File: config.mk
export PLATFORM = sky130hd
export DESIGN_NAME = dispense_controller_flat
export DESIGN_NICKNAME = d
export VERILOG_FILES = /design/src/rtl/dispense_controller_if.sv /design/src/rtl/dispense_controller.sv /design/src/flat_wrapper.sv
export SDC_FILE = /design/constraint.sdc
export NUM_CORES = 1
export LEC_CHECK = 0
export CAP_MARGIN = 40
export CORE_ASPECT_RATIO = 1.25
export CORE_MARGIN = 2
export CORE_UTILIZATION = 38
export DETAILED_ROUTE_END_ITERATION = 12
export PLACE_DENSITY = 0.54
export SLEW_MARGIN = 20
export SYNTH_ARGS = -nofsm -noshare
export SYNTH_HDL_FRONTEND = slang
export SYNTH_SLANG_ARGS = --single-unit
File: constraint.sdc
create_clock -name clk -period 7.7 [get_ports clk]
set_clock_uncertainty 0.2 [all_clocks]
set_input_delay 1.54 -clock clk [delete_from_list [all_inputs] [get_ports clk]]
set_output_delay 1.54 -clock clk [all_outputs]
set_load 0.05 [all_outputs]
File: src/rtl/dispense_controller_if.sv
// Handshake/bus bundle between the selection controller and dispense_controller.
// master = selection side (drives requests and restock), slave = dispense stage.
interface dispense_controller_if #(
  parameter int STOCK_W = 4
) ();
  logic [1:0]         state;
  logic [3:0]         index;
  logic               cancelled;
  logic               changeStateDone;
  logic               restock_valid;
  logic [3:0]         restock_index;
  logic [STOCK_W-1:0] restock_count;
  logic               fullInventory;
  logic               changeState;
  logic               cancelledDone;
  logic               motor;
  logic [3:0]         motor_item;
  logic [15:0]        vend_total;
  logic [15:0]        abort_total;

  modport master (
    output state, index, cancelled, changeStateDone,
    output restock_valid, restock_index, restock_count,
    input  fullInventory, changeState, cancelledDone, motor, motor_item,
    input  vend_total, abort_total
  );

  modport slave (
    input  state, index, cancelled, changeStateDone,
    input  restock_valid, restock_index, restock_count,
    output fullInventory, changeState, cancelledDone, motor, motor_item,
    output vend_total, abort_total
  );
endinterface

File: src/rtl/dispense_controller.sv
// Vend stage: per-slot stock, timed motor drive, changeState/cancelled handshakes.
// Optional audit counters (vend_total/abort_total) built when DISPENSE_AUDIT_EN is defined.
//
// state    | meaning
// S_IDLE   | waiting for dispense request or cancel
// S_VEND   | motor on, timer counting down to zero
// S_REQ    | changeState high, waiting for changeStateDone
// S_ACK    | waiting for changeStateDone to drop
// S_CANCEL | cancelledDone high, waiting for cancelled to drop
module dispense_controller #(
  parameter int NUM_ITEMS       = 16,
  parameter int STOCK_W         = 4,
  parameter int INIT_STOCK      = 5,
  parameter int DISPENSE_CYCLES = 8
) (
  input  logic                  clk,
  input  logic                  rst,
  dispense_controller_if.slave  bus
);

  localparam logic [STOCK_W-1:0] STOCK_MAX = '1;
  localparam int                 TMR_W     = (DISPENSE_CYCLES > 1) ? $clog2(DISPENSE_CYCLES) : 1;
  localparam logic [4:0]         ITEMS_LIM = 5'(NUM_ITEMS);

  typedef enum logic [2:0] {
    S_IDLE,
    S_VEND,
    S_REQ,
    S_ACK,
    S_CANCEL
  } state_t;

  state_t             r_fsm;
  state_t             w_fsm_nxt;
  logic [TMR_W-1:0]   r_timer;
  logic [3:0]         r_motor_item;
  logic [STOCK_W-1:0] r_stock     [NUM_ITEMS];
  logic [STOCK_W-1:0] w_stock_nxt [NUM_ITEMS];
  logic               r_full;

  logic               w_idx_ok;
  logic               w_rs_ok;
  logic [STOCK_W-1:0] w_sel_stock;
  logic               w_start;
  logic               w_vend_done;
  logic               w_abort;
  logic [STOCK_W:0]   w_sum;

  assign w_idx_ok = {1'b0, bus.index} < ITEMS_LIM;
  assign w_rs_ok  = {1'b0, bus.restock_index} < ITEMS_LIM;

  always_comb begin
    w_sel_stock = '0;
    for (int i = 0; i < NUM_ITEMS; i++) begin
      if (bus.index == 4'(i)) w_sel_stock = r_stock[i];
    end
  end

  always_comb begin
    w_fsm_nxt   = r_fsm;
    w_start     = 1'b0;
    w_vend_done = 1'b0;
    w_abort     = 1'b0;
    case (r_fsm)
      S_IDLE: begin
        if (bus.cancelled) begin
          w_fsm_nxt = S_CANCEL;
        end else if (bus.state == 2'b01 && w_idx_ok && w_sel_stock != '0) begin
          w_start   = 1'b1;
          w_fsm_nxt = S_VEND;
        end
      end
      S_VEND: begin
        // cancel takes priority over a timer expiring on the same edge
        if (bus.cancelled) begin
          w_abort   = 1'b1;
          w_fsm_nxt = S_CANCEL;
        end else if (r_timer == '0) begin
          w_vend_done = 1'b1;
          w_fsm_nxt   = S_REQ;
        end
      end
      S_REQ:    if (bus.changeStateDone)  w_fsm_nxt = S_ACK;
      S_ACK:    if (!bus.changeStateDone) w_fsm_nxt = S_IDLE;
      S_CANCEL: if (!bus.cancelled)       w_fsm_nxt = S_IDLE;
      default:  w_fsm_nxt = S_IDLE;
    endcase
  end

  always_ff @(posedge clk) begin
    if (rst) begin
      r_fsm        <= S_IDLE;
      r_timer      <= '0;
      r_motor_item <= '0;
      r_full       <= 1'b0;
    end else begin
      r_fsm  <= w_fsm_nxt;
      r_full <= w_idx_ok && (w_sel_stock != '0);
      if (w_start) begin
        r_timer      <= TMR_W'(DISPENSE_CYCLES - 1);
        r_motor_item <= bus.index;
      end else if (r_fsm == S_VEND && r_timer != '0) begin
        r_timer <= r_timer - 1'b1;
      end
    end
  end

  // Decrement and restock can hit the same slot on one edge; sum first, then saturate.
  always_comb begin
    w_sum = '0;
    for (int i = 0; i < NUM_ITEMS; i++) begin
      w_sum = {1'b0, r_stock[i]};
      if (bus.restock_valid && w_rs_ok && bus.restock_index == 4'(i))
        w_sum = w_sum + {1'b0, bus.restock_count};
      if (w_vend_done && r_motor_item == 4'(i))
        w_sum = w_sum - {{STOCK_W{1'b0}}, 1'b1};
      w_stock_nxt[i] = (w_sum > {1'b0, STOCK_MAX}) ? STOCK_MAX : w_sum[STOCK_W-1:0];
    end
  end

  always_ff @(posedge clk) begin
    for (int i = 0; i < NUM_ITEMS; i++) begin
      if (rst) r_stock[i] <= STOCK_W'(INIT_STOCK);
      else     r_stock[i] <= w_stock_nxt[i];
    end
  end

  assign bus.fullInventory = r_full;
  assign bus.changeState   = (r_fsm == S_REQ);
  assign bus.cancelledDone = (r_fsm == S_CANCEL);
  assign bus.motor         = (r_fsm == S_VEND);
  assign bus.motor_item    = r_motor_item;

`ifdef DISPENSE_AUDIT_EN
  logic [15:0] r_vend_total;
  logic [15:0] r_abort_total;

  always_ff @(posedge clk) begin
    if (rst) begin
      r_vend_total  <= '0;
      r_abort_total <= '0;
    end else begin
      if (w_vend_done) r_vend_total  <= r_vend_total + 16'd1;
      if (w_abort)     r_abort_total <= r_abort_total + 16'd1;
    end
  end

  assign bus.vend_total  = r_vend_total;
  assign bus.abort_total = r_abort_total;
`else
  assign bus.vend_total  = '0;
  assign bus.abort_total = '0;
`endif

endmodule

File: src/flat_wrapper.sv
// flat-port wrapper written by rule: the top's interface ports become plain ports
module dispense_controller_flat 
#(
  parameter int NUM_ITEMS       = 16,
  parameter int STOCK_W         = 4,
  parameter int INIT_STOCK      = 5,
  parameter int DISPENSE_CYCLES = 8
)
  (clk, rst, bus_state, bus_index, bus_cancelled, bus_changeStateDone, bus_restock_valid, bus_restock_index, bus_restock_count, bus_fullInventory, bus_changeState, bus_cancelledDone, bus_motor, bus_motor_item, bus_vend_total, bus_abort_total);
  dispense_controller_if #(.STOCK_W(STOCK_W)) bus_i ();
  input  logic clk;
  input  logic rst;
  input wire logic [$bits(bus_i.state)-1:0] bus_state;
  input wire logic [$bits(bus_i.index)-1:0] bus_index;
  input wire logic [$bits(bus_i.cancelled)-1:0] bus_cancelled;
  input wire logic [$bits(bus_i.changeStateDone)-1:0] bus_changeStateDone;
  input wire logic [$bits(bus_i.restock_valid)-1:0] bus_restock_valid;
  input wire logic [$bits(bus_i.restock_index)-1:0] bus_restock_index;
  input wire logic [$bits(bus_i.restock_count)-1:0] bus_restock_count;
  output wire logic [$bits(bus_i.fullInventory)-1:0] bus_fullInventory;
  output wire logic [$bits(bus_i.changeState)-1:0] bus_changeState;
  output wire logic [$bits(bus_i.cancelledDone)-1:0] bus_cancelledDone;
  output wire logic [$bits(bus_i.motor)-1:0] bus_motor;
  output wire logic [$bits(bus_i.motor_item)-1:0] bus_motor_item;
  output wire logic [$bits(bus_i.vend_total)-1:0] bus_vend_total;
  output wire logic [$bits(bus_i.abort_total)-1:0] bus_abort_total;
  assign bus_i.state = bus_state;
  assign bus_i.index = bus_index;
  assign bus_i.cancelled = bus_cancelled;
  assign bus_i.changeStateDone = bus_changeStateDone;
  assign bus_i.restock_valid = bus_restock_valid;
  assign bus_i.restock_index = bus_restock_index;
  assign bus_i.restock_count = bus_restock_count;
  assign bus_fullInventory = bus_i.fullInventory;
  assign bus_changeState = bus_i.changeState;
  assign bus_cancelledDone = bus_i.cancelledDone;
  assign bus_motor = bus_i.motor;
  assign bus_motor_item = bus_i.motor_item;
  assign bus_vend_total = bus_i.vend_total;
  assign bus_abort_total = bus_i.abort_total;
  dispense_controller #(.NUM_ITEMS(NUM_ITEMS), .STOCK_W(STOCK_W), .INIT_STOCK(INIT_STOCK), .DISPENSE_CYCLES(DISPENSE_CYCLES)) u_core (.clk(clk), .rst(rst), .bus(bus_i));
endmodule
==> metrics.log <==
[metrics] element type at the critical path start: primary input
[metrics] average cell area after synthesis: 8.62 sq um
[metrics] largest net degree at the start of global routing: 68
[metrics] clk slew on worst S/H paths: 0.06 ns
[metrics] clock sink total: 75
[metrics] critical path arrival: 4.87 ns
[metrics] ports placed on the boundary: 59
[metrics] number of buffers on the longest clock path: 2
[metrics] critical path's most frequent cell: ha_1
[metrics] worst setup slack for register-to-register paths: 4.63 ns
[metrics] starting density of the core: 0.387
[metrics] root cell of the clock tree: clkbuf_16
[metrics] width of the die: 130 microns
[metrics] max-capacitance violation count: 0
[metrics] number of I/O port buffers: 26
[metrics] Detailed Routing Iterations Pass 1: 4
[metrics] Overall Power: 1.20 mW
[metrics] measured slew at the worst slew-check pin: 0.745 ns
[metrics] clock network latency to the later pin of the worst-skew pair: 0.35 ns
[metrics] Filler cells: 1,963
[metrics] Bufs and invs on worst path: 2
[metrics] drt wl/cell: 16.4 microns
[metrics] cell area after placement: 0.00792 sq mm
[metrics] result of the run: completed
[metrics] fmax: 0.207 GHz
[metrics] peak per-stage delay on the critical path: 0.77 ns
[metrics] vias in the first global route: 6,180
[metrics] sequential-to-total area share from yosys stat: 0.199
[metrics] worst slack on hold paths: 0.363 ns
[metrics] count of cell instances traversed by the critical path: 11
[metrics] final design utilization: 0.423
[metrics] post-synthesis cell count: 875
[metrics] area growth from synthesis to final layout: 9.23%
[metrics] worst reg2reg startpoint: u_core.r_timer[0]
[metrics] fraction of final layout cells with drive strength greater than 1: 0.0818
[metrics] total DRC errors in the routed layout: 0
[metrics] maximum fanout encountered on the critical timing path: 9
[metrics] synthesized cell area: 0.00754 sq mm
[metrics] area occupied by multi-input gates: 0.00568 sq mm
[metrics] final hold viol count: 0
[metrics] worst slack at placement: 2.53 ns
[metrics] total routed wirelength: 19,000 microns
[metrics] Tmin final: 4.84 ns
[metrics] Max stage delay cell, worst path: clkdlybuf4s50_1
[metrics] Floorplan Core Area: 0.0195 sq mm
[metrics] ys async rst share: 0
[metrics] overall fraction of global-route tracks in use: 0.191
[metrics] worst min path class: register to register
[metrics] CTS resizes: 0
[metrics] Die Height: 161 microns
[metrics] nets@finish: 1,004
[metrics] setup TNS: 0 ns
[metrics] final worst-path setup slack: 2.86 ns
[metrics] number of enable-type register cells in the synthesized netlist: 0
[metrics] post-route insts no fill: 1,157
[metrics] share of the clock period used by the worst path: 0.628
[metrics] number of register bits inferred by synthesis: 75
[metrics] required arrival time at the worst endpoint: 7.73 ns
[metrics] Final setup viols: 0
[metrics] number of vias after detailed routing: 6,060
[metrics] cell type group with the largest total delay on the critical path: buffers and inverters
[metrics] Sequential Area: 0.00150 sq mm
[metrics] hold path start: u_core.r_fsm[2]
[metrics] CTS hold repair buffers: 0
[metrics] R2R Path End: u_core.r_stock[1][30]
[metrics] CTS tree: done
[metrics] final cell area excluding filler cells: 0.00823 sq mm
[metrics] overflow left after global routing: 0
[metrics] violation count after the first detailed-routing iteration: 245
[metrics] library cells used by synthesis: 63
[metrics] Worst Setup Path Type: primary input to register
[metrics] critical path startpoint: bus_restock_count[0]
[metrics] number of cells on the worst hold path: 1
[metrics] Placer Congestion: 0.825
[metrics] antenna violations before repair: 0
[metrics] max-slew violation count: 0
[metrics] Die ar.: 0.0210 sq mm
[metrics] static leakage: 3.17 nW
[metrics] number of nets still failing antenna checks after routing: 0
[metrics] total number of H-tree levels: 3
[metrics] global-route wire length before repair: 31,600 microns
[metrics] Register-to-Register Path Depth: 8
[metrics] nature of the critical path endpoint: register
[metrics] number of synthesis warnings: 0
[metrics] num rows: 57
[metrics] maximum vdd ir drop: 88.8 uV
[metrics] Power per Cell Area: 145 mW/mm^2
[metrics] most instantiated flip-flop cell in the synthesis netlist: dfxtp_1
[metrics] headroom to the max-slew limit: 0.503
[metrics] per-cell via count in the routed design: 5.24
[metrics] number of clock buffers inserted by TritonCTS: 9
[metrics] DP Cell Count: 1,140
[metrics] crit path cell chain: clkdlybuf4s50_1 > buf_4 > ha_1 > fa_1 > mux2i_1 > ha_1 > and3_1 > nand3_1 > a2111oi_1 > xnor2_1 > or3_1
[metrics] RSZ-0062 raised after global routing: false
[metrics] diode count: 0
[metrics] HPWL after detailed placement: 14,600 microns
[metrics] end point of the worst hold path: u_core.r_fsm[2]
[metrics] setup repair bufs after CTS: 0
metal layers:
layer	routed length [microns]	vias up	global-route usage
met2	9410	81	0.333
met5	0	-	0
met3	494	20	0.0248
met1	8780	2863	0.244
li1	-	3096	-
met4	302	0	0.0528
how the worst max path moves through the flow:
stage | end | slack, ns
floorplan | u_core.r_stock[0][14] | 3.46
global placement | u_core.r_stock[0][12] | 2.54
detailed placement | u_core.r_stock[0][14] | 2.53
CTS | u_core.r_stock[0][14] | 2.88
global route | u_core.r_stock[0][12] | 2.61
finish | u_core.r_stock[0][14] | 2.86
placed cells by master, fill, tap and decap left out, types with 22 or more instances in the layout:
| master | count |
|---|---|
| a21o_1 | 23 |
| nor2b_1 | 30 |
| inv_1 | 22 |
| dfxtp_1 | 75 |
| mux2i_1 | 58 |
| xor2_1 | 31 |
| xnor2_1 | 67 |
| clkdlybuf4s50_1 | 24 |
| a21oi_1 | 82 |
| ha_1 | 82 |
| mux2_2 | 27 |
| conb_1 | 32 |
| nand2_1 | 60 |
| nor2_1 | 57 |
flip-flops by register name, summed over array words and instances (netlist names):
name and cells:
u_core.r_timer 3, u_core.r_stock 64, u_core.bus.motor_item 4, u_core.r_fsm 3
u_core.bus.fullInventory 1
synthesized netlist by cell type, types with 10 or more instances:
cell type | count | area share
nand2_1 | 60 | 0.030
clkbuf_1 | 27 | 0.013
mux2_2 | 27 | 0.040
nand3_1 | 18 | 0.012
nor2_1 | 57 | 0.028
nand2b_1 | 18 | 0.015
buf_4 | 34 | 0.034
nand4_1 | 18 | 0.015
xnor2_1 | 67 | 0.078
fa_1 | 16 | 0.042
ha_1 | 82 | 0.14
xor2_1 | 31 | 0.036
a2111oi_0 | 10 | 0.012
dfxtp_1 | 75 | 0.20
o21ai_0 | 16 | 0.011
or3_1 | 14 | 0.012
mux2i_1 | 58 | 0.077
nor2b_1 | 30 | 0.025
inv_1 | 22 | 0.011
a21o_1 | 23 | 0.023
a21oi_1 | 82 | 0.054
cell type report:
cell class,count,share of cell area
Timing Repair Buffer,36,0.0397
Sequential cell,75,0.182
Tap cell,265,0.0403
Clock buffer,12,0.0324
Clock inverter,4,0.00577
Inverter,22,0.0100
Multi-Input combinational cell,743,0.690
power by group:
part           internal (mW)  total [mW]  switching, mW
clock                  0.276       0.449          0.173
combinational          0.123       0.322          0.198
sequential             0.403       0.425         0.0218
kinds of logic (layout without fill, tap and decap cells):
| family | Yosys count | count (layout) | share of synthesized area |
|---|---|---|---|
| xor+xnor | 98 | 98 | 0.114 |
| simple gates | 262 | 262 | 0.182 |
| flops | 75 | 75 | 0.199 |
| buf+inv | 88 | 74 | 0.0631 |
| compound gates | 168 | 168 | 0.145 |
| mux | 85 | 85 | 0.117 |
| other cells | 1 | 32 | 0.000497 |
| fa+ha+maj | 98 | 98 | 0.179 |
Note: power is estimated with default switching activity, not from simulation.
